`src/rtl/median_line_sched.sv`:
```
// Line scheduler for a 1-D median core: primes the window with the first pixel,
// streams the line, replicates the last pixel, drains the core and tags its medians.
module median_line_sched #(
  parameter int DATA_WIDTH   = 8,
  parameter int WINDOW_SIZE  = 3,
  parameter int LINE_LEN     = 640,
  parameter int CORE_LATENCY = 2
) (
  input  logic                  clk,
  input  logic                  rst,
  input  logic                  start,
  input  logic [DATA_WIDTH-1:0] s_pixel,
  input  logic                  s_valid,
  output logic                  s_ready,
  output logic [DATA_WIDTH-1:0] core_pixel,
  output logic                  core_en,
  input  logic [DATA_WIDTH-1:0] core_median,
  output logic [DATA_WIDTH-1:0] m_median,
  output logic                  m_valid,
  output logic                  m_last,
  output logic                  busy,
  output logic                  done
);

  localparam int H     = WINDOW_SIZE / 2;
  localparam int TOTAL = LINE_LEN + 2 * H;
  localparam int CW    = $clog2(TOTAL + 1);
  localparam int DCW   = $clog2(CORE_LATENCY + 1);

  localparam logic [CW-1:0]  IDX_VAL     = CW'(2 * H);
  localparam logic [CW-1:0]  IDX_LAST    = CW'(TOTAL - 1);
  localparam logic [CW-1:0]  IDX_END     = CW'(TOTAL);
  localparam logic [CW-1:0]  IDX_PAD     = CW'(H);
  localparam logic [CW-1:0]  IDX_RUN_END = CW'(LINE_LEN + H - 1);
  localparam logic [DCW-1:0] DRAIN_LAST  = DCW'(CORE_LATENCY - 1);

  typedef enum logic [2:0] {IDLE, PRIME, RUN, FLUSH, DRAIN, DONE} state_t;

  state_t                  state;
  logic [CW-1:0]           push_idx;
  logic [DCW-1:0]          drain_cnt;
  logic [DATA_WIDTH-1:0]   edge_pix;
  logic [CORE_LATENCY-1:0] tag_val;
  logic [CORE_LATENCY-1:0] tag_last;

  logic accept;
  logic push;
  logic tag_val_in;
  logic tag_last_in;

  // The core must advance in the very cycle a pixel is accepted, so the push
  // strobe is decoded from the registered state and the live handshake.
  always_comb begin
    // NOTE: every always_comb output gets a default first so no path infers a latch.
    push   = 1'b0;
    accept = s_valid & s_ready;
    case (state)
      PRIME:        push = s_ready ? accept : 1'b1;
      RUN:          push = accept;
      FLUSH, DRAIN: push = 1'b1;
      default:      push = 1'b0;
    endcase
    core_en     = push;
    core_pixel  = accept ? s_pixel : edge_pix;
    // Drain pushes sit at IDX_END, so they carry val=0 without a special case.
    tag_val_in  = (push_idx >= IDX_VAL) && (push_idx < IDX_END);
    tag_last_in = (push_idx == IDX_LAST);
  end

  always_ff @(posedge clk) begin
    if (rst) begin
      state     <= IDLE;
      push_idx  <= '0;
      drain_cnt <= '0;
      edge_pix  <= '0;
      tag_val   <= '0;
      tag_last  <= '0;
      s_ready   <= 1'b0;
      m_median  <= '0;
      m_valid   <= 1'b0;
      m_last    <= 1'b0;
      busy      <= 1'b0;
      done      <= 1'b0;
    end else begin
      // NOTE: state is updated with non-blocking assignments only, so every read
      // in this block sees the pre-edge value regardless of statement order.
      m_valid <= 1'b0;
      m_last  <= 1'b0;
      done    <= 1'b0;

      if (push) begin
        tag_val  <= (tag_val << 1) | CORE_LATENCY'(tag_val_in);
        tag_last <= (tag_last << 1) | CORE_LATENCY'(tag_last_in);
        m_valid  <= tag_val[CORE_LATENCY-1];
        m_last   <= tag_val[CORE_LATENCY-1] & tag_last[CORE_LATENCY-1];
        if (tag_val[CORE_LATENCY-1]) m_median <= core_median;
        if (push_idx != IDX_END) push_idx <= push_idx + 1'b1;
      end

      case (state)
        IDLE: begin
          if (start) begin
            state     <= PRIME;
            busy      <= 1'b1;
            s_ready   <= 1'b1;
            push_idx  <= '0;
            drain_cnt <= '0;
          end
        end
        PRIME: begin
          if (s_ready) begin
            if (accept) begin
              edge_pix <= s_pixel;
              s_ready  <= 1'b0;
            end
          end else if (push_idx == IDX_PAD) begin
            state   <= (LINE_LEN == 1) ? FLUSH : RUN;
            s_ready <= (LINE_LEN != 1);
          end
        end
        RUN: begin
          if (accept) begin
            edge_pix <= s_pixel;
            if (push_idx == IDX_RUN_END) begin
              state   <= FLUSH;
              s_ready <= 1'b0;
            end
          end
        end
        FLUSH: begin
          if (push_idx == IDX_LAST) state <= DRAIN;
        end
        DRAIN: begin
          drain_cnt <= drain_cnt + 1'b1;
          if (drain_cnt == DRAIN_LAST) begin
            state <= DONE;
            busy  <= 1'b0;
            done  <= 1'b1;
          end
        end
        DONE:    state <= IDLE;
        default: state <= IDLE;
      endcase
    end
  end

endmodule

```
`config.mk`:
```
export PLATFORM = sky130hd
export DESIGN_NAME = median_line_sched
export DESIGN_NICKNAME = d
export VERILOG_FILES = /design/src/rtl/median_line_sched.sv
export SDC_FILE = /design/constraint.sdc
export NUM_CORES = 1
export LEC_CHECK = 0
export ABC_AREA = 1
export ABC_CLOCK_PERIOD_IN_PS = 1900
export BUFFER_PORTS_ARGS = -buffer_cell sky130_fd_sc_hd__buf_2
export CAP_MARGIN = 20
export CORE_MARGIN = 4
export CORE_UTILIZATION = 45
export DETAILED_ROUTE_END_ITERATION = 7
export HOLD_SLACK_MARGIN = 0.1
export PLACE_DENSITY = 0.73
export SLEW_MARGIN = 20
export SYNTH_ARGS = -nofsm -noshare
export SYNTH_HDL_FRONTEND = slang
export SYNTH_SLANG_ARGS = --single-unit
```
`constraint.sdc`:
```
create_clock -name clk -period 1.9 [get_ports clk]
set_clock_uncertainty 0.2 [all_clocks]
set_input_delay 0.285 -clock clk [delete_from_list [all_inputs] [get_ports clk]]
set_output_delay 0.285 -clock clk [all_outputs]
set_load 0.05 [all_outputs]
```
==> metrics list, run 1 <==
* Outcome: completed
- Post-synthesis cell count: 296
* I/O pin cnt: 42
- Crit Path Category: flop to output pin
* Die Height: 76.2 um
- Adder-cell share of the synthesized area: 2.99%
- Buffers inserted during clock tree synthesis total 5.
- Drc violations: 0
- Vias in the first global route: 1,904
* Warnings, synthesis: 0
* Synth Area in Simple Gates: 32.6%
* GR met3 Demand/Resource: 5.56%
- In this run, synthesis inferred 0 flip-flops with an integrated enable.
- Final sum of negative setup slack: 0 ps
- At the pin with the least slew margin, the transition time is 473 ps.
* Number of distinct library cell variants in the gate-level netlist after synthesis: 33
- Post-synthesis average cell area: 7.07 um^2
* DIE AREA: 5810 um^2
- The analysis attributes to cell leakage a power of 0.00131 uW.
- Synth top area share: 38.3%
- Kind of start point of the critical path: flop
- Ranked by instance count, the synthesized netlist is headed by nand2_1, nor2_1, dfxtp_1, inv_1, o21ai_0.
- The H-tree generated during clock tree synthesis spans 2 levels.
- For met2 alone, demand over resource in global routing was 27.6%.
- Final routed wire length divided by cell count: 11.7 um
- Hold is met by 177 ps.
* Top cell type by total area after synthesis: dfxtp_1
- CTS tree: done
- Count of final setup violators: 0
- Worst path depth: 5
* Width of the chip: 76.2 um
- The first detailed-routing pass ran for 4 iterations.
- Maximum number of pins on one net before global-route repair: 17
- F_max: 0.539 GHz
- In this run the deepest clock path goes through 2 buffers.
- After clock tree synthesis, the clock-pin slew on the worst setup and hold paths is 80 ps.
- Global-route wire length before repair: 8470 um
- Diode insertion count for antenna repair: 0
- For this design, the sink count on the clock tree is 40.
* Slew Limit Fails: 0
- Combinational family with the most area after synthesis: simple AND/OR/NAND/NOR gates
- Latest clock arrival within the worst-skew pair: 290 ps
- Counting instances, the worst hold path has a depth of 4.
* Seq cells post-synth: 40
- Routability-driven placement finished with a final weighted congestion of 0.898.
* Worst min-delay path category: primary input to flop
- The synthesized netlist devotes 1.67% of its cell area to XOR and XNOR gates.
- Placeable core area: 4410 um^2
- Fin. Hold Viols: 0
- Data on the critical path is required at its endpoint by 1410 ps.
- Data arrives at the worst endpoint at 1370 ps.
- Detailed routing inserted a total of 2,061 vias.
- Summing the areas of all compound-gate instances in the mapped netlist gives 15.1% of the synthesized area.
- Min Clock Period, post-route: 1860 ps
- CP Buf/Inv Count: 2
* Final cycle utilization of the critical path: 97.7%
- Total length of routed wires: 4920 um
- The count of nets left with antenna violations once routing finished came out at 0.
* Sequential area share after synthesis: 38.3%
- The signal on the critical path passes through inv_4, nor3_4, nand2_2, nand3_4, buf_8.
* Vias per cell: 4.92
- Total routing resource utilization after global routing: 17.3%
* Ratio of total power to cell area: 1570 nW/um^2
* Family with the most delay on the worst path: simple AND/OR/NAND/NOR gates
* Met1 track utilization from global routing: 21.5%
- Mux cell area share after synthesis: 0%
* First-iteration detailed-routing DRC count: 73
- Aggregate global routing overflow: 0
* Peak supply drop: 0.00108 V
- Ranked by total cell area, the synthesized netlist is headed by dfxtp_1, nand2_1, nor2_1.
- The completed layout was analyzed and its total power is 4300 uW.
* Net count of the finished layout: 391
- Post-synthesis to final-layout area growth: 31.1%
* Total of max-cap violations: 0
- The number of antenna violations at the first check in global routing came to 0.
* Unrepaired setup endpoints after global routing: true
- Row generation in the floorplan step produced 24 rows.
- The number of nets handed over by synthesis was 321.
- The most used flip-flop cell after synthesis is dfxtp_1.
- Most crowded layer after global routing: met2
* Root buffer cell: clkbuf_8
- Pre-CTS setup slack: 67.1 ps
- The initial utilization of the core area, before any placement, comes to 47.4%.
- In this design, the stage delay of the slowest critical-path cell is 400 ps.
- Layout cells sized above 1: 26.2%
- R2R depth: 9
- Relative slew slack: 68.4%
- Of all flip-flops after synthesis, the portion carrying an async set or reset was 0%.
* Area post-placement: 2370 um^2
* Mapped Area: 2090 um^2
- After legalization and detailed placement, the total HPWL measured 3400 um.
- nand2_1 is the most common cell in the netlist.
* Smallest setup slack after layout: 44.2 ps
- Across all register-to-register paths, the minimum setup slack is 110 ps.
- Largest fanout on the critical path: 5
- Endpoint class of the critical path: output pin
* Cell with the biggest individual delay on the critical path: dfxtp_4
- Post-route cell area: 2750 um^2
- Count of input and output buffers: 41
==> flip-flops by register name (all words and copies together), names as in the netlist <==
signal     count
s_ready        1
state          3
done           1
tag_last       2
m_last         1
tag_val        2
m_median       8
push_idx      10
busy           1
m_valid        1
drain_cnt      2
edge_pix       8
==> placed cells by master (no fill, tap or decap), drive strengths merged, types with 2 or more instances in the layout <==
cell / synthesis / final
nand2: 75 / 75
buf: 7 / 54
nor2: 48 / 48
dfxtp: 40 / 40
inv: 32 / 33
o21ai: 26 / 26
dlygate4sd3: 0 / 17
nand3: 15 / 15
a21oi: 13 / 13
a31oi: 8 / 8
nand4: 7 / 7
clkbuf: 1 / 6
ha: 5 / 5
xor2: 4 / 4
nor3: 4 / 4
o211ai: 2 / 2
a211oi: 2 / 2
or2: 2 / 2
clkinv: 1 / 2
==> worst min-delay path, delay by kind of cell <==
family | cells | cell delay (ps)
buffers and inverters | 2 | 180
AO/OA/AOI/OAI | 1 | 90
AND/OR/NAND/NOR | 1 | 80
==> stage by stage <==
stage          std cells  util [%]
2_1_floorplan        296         -
3_3_place_gp         391      53.6
3_5_place_dp         391      53.6
4_1_cts              416      60.8
5_1_grt              419      62.2
6_report             419      62.2
==> path summary, 6_finish.rpt <==
path	end	startpoint
max reg2reg	push_idx[5]	state[1]
min reg2reg	tag_last[1]	tag_last[0]
min	push_idx[8]	start
max	core_en	state[1]
==> kinds of logic (layout without fill, tap and decap cells) <==
family	Yosys count	in the layout
adders and majority gates	5	5
and+or+nand+nor	155	155
xor gates and xnor gates	4	4
buffers and inverters	41	112
DFF	40	40
AOI/OAI and AO/OA	51	51
==> repair_timing <==
item	4_1_cts	5_1_grt
setup buffers	0	3
endpoints found under the setup margin	9	13
endpoints found under the hold margin	22	0
pin swaps	0	3
hold buffers	17	0
resized for setup	20	13
==> layout make-up <==
cell class                 instances  area [um^2]
clock buffer                       6         82.6
clock inverter                     2         10.0
fill                             396         1670
inverter                          33          126
multi-input combinational        215         1130
sequential                        40          816
tap                               52         65.1
timing repair buffer              71          518
==> power breakdown <==
group,leakage [uW],internal [uW],switching (uW),total (uW)
Clock,0.0000510,290,301,591
Sequential,0.000329,1110,218,1330
Combinational,0.000934,832,1550,2380
Total,0.00131,2230,2070,4300
==> layer usage <==
layer	vias up	share of wire, %	wire, um
li1	1098	-	-
met1	901	45	2220
met2	53	48	2340
met3	9	5.4	266
met4	0	1.9	92
met5	-	0	0
Note: power is estimated with default switching activity, not from simulation.
==> run 2: changes to the inputs <==
CELL_PAD_IN_SITES_DETAIL_PLACEMENT = 1   (was default)
CELL_PAD_IN_SITES_GLOBAL_PLACEMENT = 1   (was default)
CORE_UTILIZATION = 39   (was 45)
PLACE_DENSITY = default   (was 0.73)
PLACE_DENSITY_LB_ADDON = 0.12   (was default)
==> metrics list, run 2 (synthesis results as in run 1) <==
* Static leakage: 0.00133 uW
* Final routed wire length divided by cell count: 12.7 um
- Slew Limit Fails: 0
- Placement row count: 26
- Worst hold margin: 184 ps
* Sequential share of power: 29.8%
- Most flops, register: push_idx
- Once the floorplan was initialized, standard cells occupied 40.7% of the core.
* Max FFs per register: 10
- Total number of vias: 2,128
* DIE AREA: 6600 um^2
* Required time reported for the critical path endpoint: 1890 ps
- Count of final setup violators: 0
* Outcome: completed
- Slew at the pin closest to its max-slew limit: 285 ps
* Peak supply drop: 0.000744 V
* Number of cells in the design after placement: 413
- The clock network is responsible for 13.9% of the overall power.
- Across the run, the number of max-cap violations was 0.
* Antenna violations before repair: 0
- Width of the chip: 81.3 um
- Post-synthesis to final-layout area growth: 32.8%
* Count of input and output buffers: 41
- The post-route netlist has 27.0% of its cells at a drive strength greater than 1.
* Half-perimeter wire length of the detailed placement result: 3970 um
- For this run, global-route usage on met1 was measured as 24.4%.
- Number of nets with antenna violations after detailed routing: 0
- TritonCTS Buffers: 5
- Total length of routed wires: 5590 um
- Count of TritonRoute iterations in the first routing pass: 4
* F_max: 0.554 GHz
* Post-route cell area: 2780 um^2
- Kind of start point of the critical path: flop
* Most frequent cells in the layout: nand2_1, nor2_1, dfxtp_1
- Total routing resource utilization after global routing: 18.6%
- Crit Path Category: flop to flop
* Drc violations: 0
* CTS sink cnt: 40
* Root buffer cell: clkbuf_8
* H-Tree Depth: 2
- Latest clock arrival within the worst-skew pair: 290 ps
- Die Height: 81.3 um
* Relative slew slack: 81.0%
* Vias per cell: 4.83
- Min Clock Period, post-route: 1810 ps
- In this run, the combinational gates consume 56.3% of the power.
- Entering global routing, the biggest net connects 26 pins.
- CTS tree: done
- Worst min-delay path category: primary input to flop
- Largest fanout on the critical path: 11
* GR met3 Demand/Resource: 3.66%
- I/O pin cnt: 42
- The region available for standard cell placement spans 5140 um^2.
- Setup repair after global routing could not meet its margin everywhere.
- Final standard cell utilization of the core: 54.1%
- Net count of the finished layout: 395
- Final cycle utilization of the critical path: 95.0%
- After clock tree synthesis, the clock-pin slew on the worst setup and hold paths is 80 ps.
- STA classifies the critical path endpoint as a flop.
* Vias in the first global route: 2,144
- The congestion estimate from routability-driven global placement came to 0.800.
- Net Sw Power: 2120 uW
* P_int: 2270 uW
- In this run switching power makes up 48.3% of total power.
* GR met2 Demand/Resource: 30.4%
- Diode insertion count for antenna repair: 0
* Number of non-filler instances in the completed layout: 441
* Final sum of negative setup slack: 0 ps
- Leading cell type in the layout, fill and taps excluded: nand2_1
- For this block, the initial DRC count from the detailed router was 72.
- The number of hold violations in the final report is 0.
* Area post-placement: 2420 um^2
- Maximum count of clock buffers along a single path: 2
- Data on the critical path arrives at its endpoint at 1790 ps.
- For this design the ratio of total power to cell area is 1580 nW/um^2.
- Aggregate global routing overflow: 0
* Leading registers by flop count: push_idx (10), edge_pix (8), m_median (8)
- Most crowded layer after global routing: met2
* Global-route wire length before repair: 9610 um
==> run 2: timing repair <==
item | in CTS | in global routing
hold buffers | 17 | 0
endpoints found under the hold margin | 22 | 0
pin swaps | 2 | 3
endpoints found under the setup margin | 9 | 24
resized for setup | 14 | 16
setup buffers | 3 | 0
==> run 2: cell type report <==
| cell class | count | area, um^2 |
|---|---|---|
| Clock inverter | 1 | 7.51 |
| Inverter | 33 | 124 |
| Clock buffer | 7 | 86.3 |
| Tap cell | 70 | 87.6 |
| Fill cell | 684 | 2360 |
| Sequential cell | 40 | 816 |
| Multi-Input combinational cell | 215 | 1120 |
| Timing Repair Buffer | 75 | 541 |
==> run 2: power by group through the flow <==
stage	combinational [uW]	sequential [uW]	clock, uW
floorplan	1590	1460	0
global placement	2230	1280	0
detailed placement	2260	1300	0
CTS	2440	1290	628
global route	2750	1350	668
finish	2470	1310	609
==> run 2: worst paths after layout <==
check / end / start / slack [ps] / cells after the start
min: push_idx[8] / start / 180 / 4
max: push_idx[1] / state[2] / 90 / 8
max reg2reg: push_idx[1] / state[2] / 90 / 8
min reg2reg: tag_last[1] / tag_last[0] / 250 / 2
==> run 2: critical path, cell delays in order (launching register included) <==
cell and delay [ps]:
dfxtp_4 380, nor3_4 250, nand2_2 110, nand3_4 110, buf_4 150, buf_4 180
nand2_1 90, o21ai_0 160, a21oi_1 60
==> run 2: per-layer routing <==
metal | part of all wire [%] | vias up
met3 | 2.7 | 6
met1 | 50 | 992
met5 | 0 | -
met2 | 46 | 26
met4 | 1.4 | 0
li1 | - | 1104
==> run 2: stage by stage <==
step	total power, uW	setup WS, ps
6_report	4390	94.5
5_1_grt	4770	-23.7
2_1_floorplan	3050	4.49
3_5_place_dp	3550	49.3
4_1_cts	4360	-3.52
3_3_place_gp	3510	126
==> run 3: changes to the inputs <==
CELL_PAD_IN_SITES_DETAIL_PLACEMENT = 0   (was 1)
==> metrics list, run 3 (synthesis results as in run 1) <==
- The critical path in this run is classified as flop to output pin.
* CTS tree: done
- H-Tree Depth: 2
* Placer congestion estimate: 0.800
* Leading cell type in the layout, fill and taps excluded: nand2_1
- Worst setup path startpoint: state[1]
* Width of the chip: 81.3 um
- Diode insertion count for antenna repair: 0
* Vias in the first global route: 1,872
- Measured in cells, the most critical reg-to-reg path has a length of 9.
- I/O pin cnt: 42
- The number of antenna violations at the first check in global routing is 0.
* Placeable core area: 5140 um^2
- Following the worst setup path forward leads to its endpoint at core_en.
* Placement row count: 26
- FILL cells: 536
- Smallest setup slack after layout: 67.0 ps
- In this run the critical register-to-register path is launched from state[1].
- Fin. Hold Viols: 0
* CP arrival: 1350 ps
- The count of nets left with antenna violations once routing finished came out at 0.
* Final sum of negative setup slack: 0 ps
- Clock latency on the worst-skew pair, taken at its later pin, is 290 ps.
* Peak supply drop: 0.000871 V
- The worst setup path is launched from a flop.
* Clock-pin slew reported for the worst setup and hold paths after clock tree synthesis: 80 ps
- Ratio of total power to cell area: 1560 nW/um^2
- Post-synthesis to final-layout area growth: 33.5%
* Slack of the worst reg-to-reg path: 190 ps
- Summing all multi-input logic gate instances after layout gives 1120 um^2.
* Leading registers by flop count: push_idx (10), edge_pix (8), m_median (8)
- Count of final setup violators: 0
* Endpoint class of the critical path: output pin
- Along the worst path, the maximum fanout reaches 5.
- Worst min-delay path category: primary input to flop
- The top cell types in the final layout, fill and taps aside, are nand2_1, nor2_1, dfxtp_1.
- Final routed wire length divided by cell count: 11.1 um
- The flow ran to the end, and the final reports show no timing, DRC or antenna violations.
- Area post-placement: 2420 um^2
- After detailed routing, the number of remaining DRC violations is 0.
- The worst hold path begins at start.
* Total length of routed wires: 4880 um
- At the placement stage, the worst setup path has a slack of 62.5 ps.
* Total of max-cap violations: 0
- Layout cells sized above 1: 26.7%
* Final cycle utilization of the critical path: 96.5%
* Total number of vias: 2,067
- Net count of the finished layout: 395
- Most flops, register: push_idx
- Half-perimeter wire length of the detailed placement result: 3510 um
- After routing the design area is 2790 um^2.
- Critical R2R Capture: m_median[4]
* Aggregate global routing overflow: 0
- Die Height: 81.3 um
* Maximum count of clock buffers along a single path: 2
- Buffers inserted during clock tree synthesis total 5.
- Global-route wire length before repair: 8310 um
- Count of TritonRoute iterations in the first routing pass: 6
- In this run the clock root is driven by a clkbuf_8.
- Setup repair after global routing could not meet its margin everywhere.
- Summing internal, switching and leakage power gives 4360 uW.
- DIE AREA: 6600 um^2
- The first routing iteration left 89 violations.
- Count of input and output buffers: 41
* Static leakage: 0.00134 uW
* Maximum number of pins on one net before global-route repair: 26
- The max-slew violation count was 0.
- Required time reported for the critical path endpoint: 1410 ps
- Relative slew slack: 81.2%
- Max FFs per register: 10
* Slew at the pin closest to its max-slew limit: 283 ps
- The worst path needs 1830 ps of the cycle, external delays included.
* Initial core utilization: 40.7%
- For this design, the sink count on the clock tree is 40.
* Vias per cell: 4.69
- F_max: 0.546 GHz
* Storage element area: 813 um^2
- Across every metal layer, demand over resource in global routing totals 16.1%.
==> run 3: worst min-delay path by stage <==
| stage | to | cells past startpoint |
|---|---|---|
| floorplan | busy | 1 |
| detailed placement | tag_last[1] | 2 |
| global route | push_idx[8] | 4 |
| finish | push_idx[8] | 4 |
| global placement | tag_last[1] | 2 |
| CTS | push_idx[8] | 4 |
==> run 3: through the flow <==
step / utilization (%) / hold slack [ps] / cells
4_1_cts: 52.7 / 170 / 438
6_report: 54.4 / 180 / 441
3_3_place_gp: 47.1 / 232 / 413
5_1_grt: 54.4 / 196 / 441
2_1_floorplan: - / 154 / 296
3_5_place_dp: 47.1 / 238 / 413
==> run 3: cell type report <==
type | count | area share [%]
repair buffers | 75 | 19.8
inverters | 33 | 4.43
well taps | 70 | 3.13
flip-flops and latches | 40 | 29.1
clock inverters | 2 | 0.358
multi-input cells | 215 | 40.2
clock buffers | 6 | 2.96
==> run 3: layer usage <==
layer,vias to the layer above,part of all wire (%),global-route usage (%)
li1,1104,-,-
met1,923,50,22.0
met2,38,46,24.7
met3,2,3.4,4.77
met4,0,0.55,4.05
met5,-,0,0
==> run 3: repair_timing <==
action,4_1_cts,5_1_grt
endpoints found under the setup margin,4,11
setup buffers,0,3
hold endpoints to repair,22,0
hold buffers,17,0
gates resized for setup,11,22
pin swaps,0,1
gates cloned,0,0
==> run 3: critical path, stage by stage, from the launching register on <==
cell and delay [ps]:
dfxtp_4 390, inv_2 60, nor3_4 190, nand2_2 120, nand3_4 140, buf_8 160
==> run 3: where the power goes <==
| part | leakage, uW | internal, uW | switching, uW | total (uW) |
|---|---|---|---|---|
| combinational | 0.000957 | 905 | 1570 | 2480 |
| clock | 0.0000510 | 290 | 291 | 581 |
| sequential | 0.000329 | 1110 | 202 | 1310 |
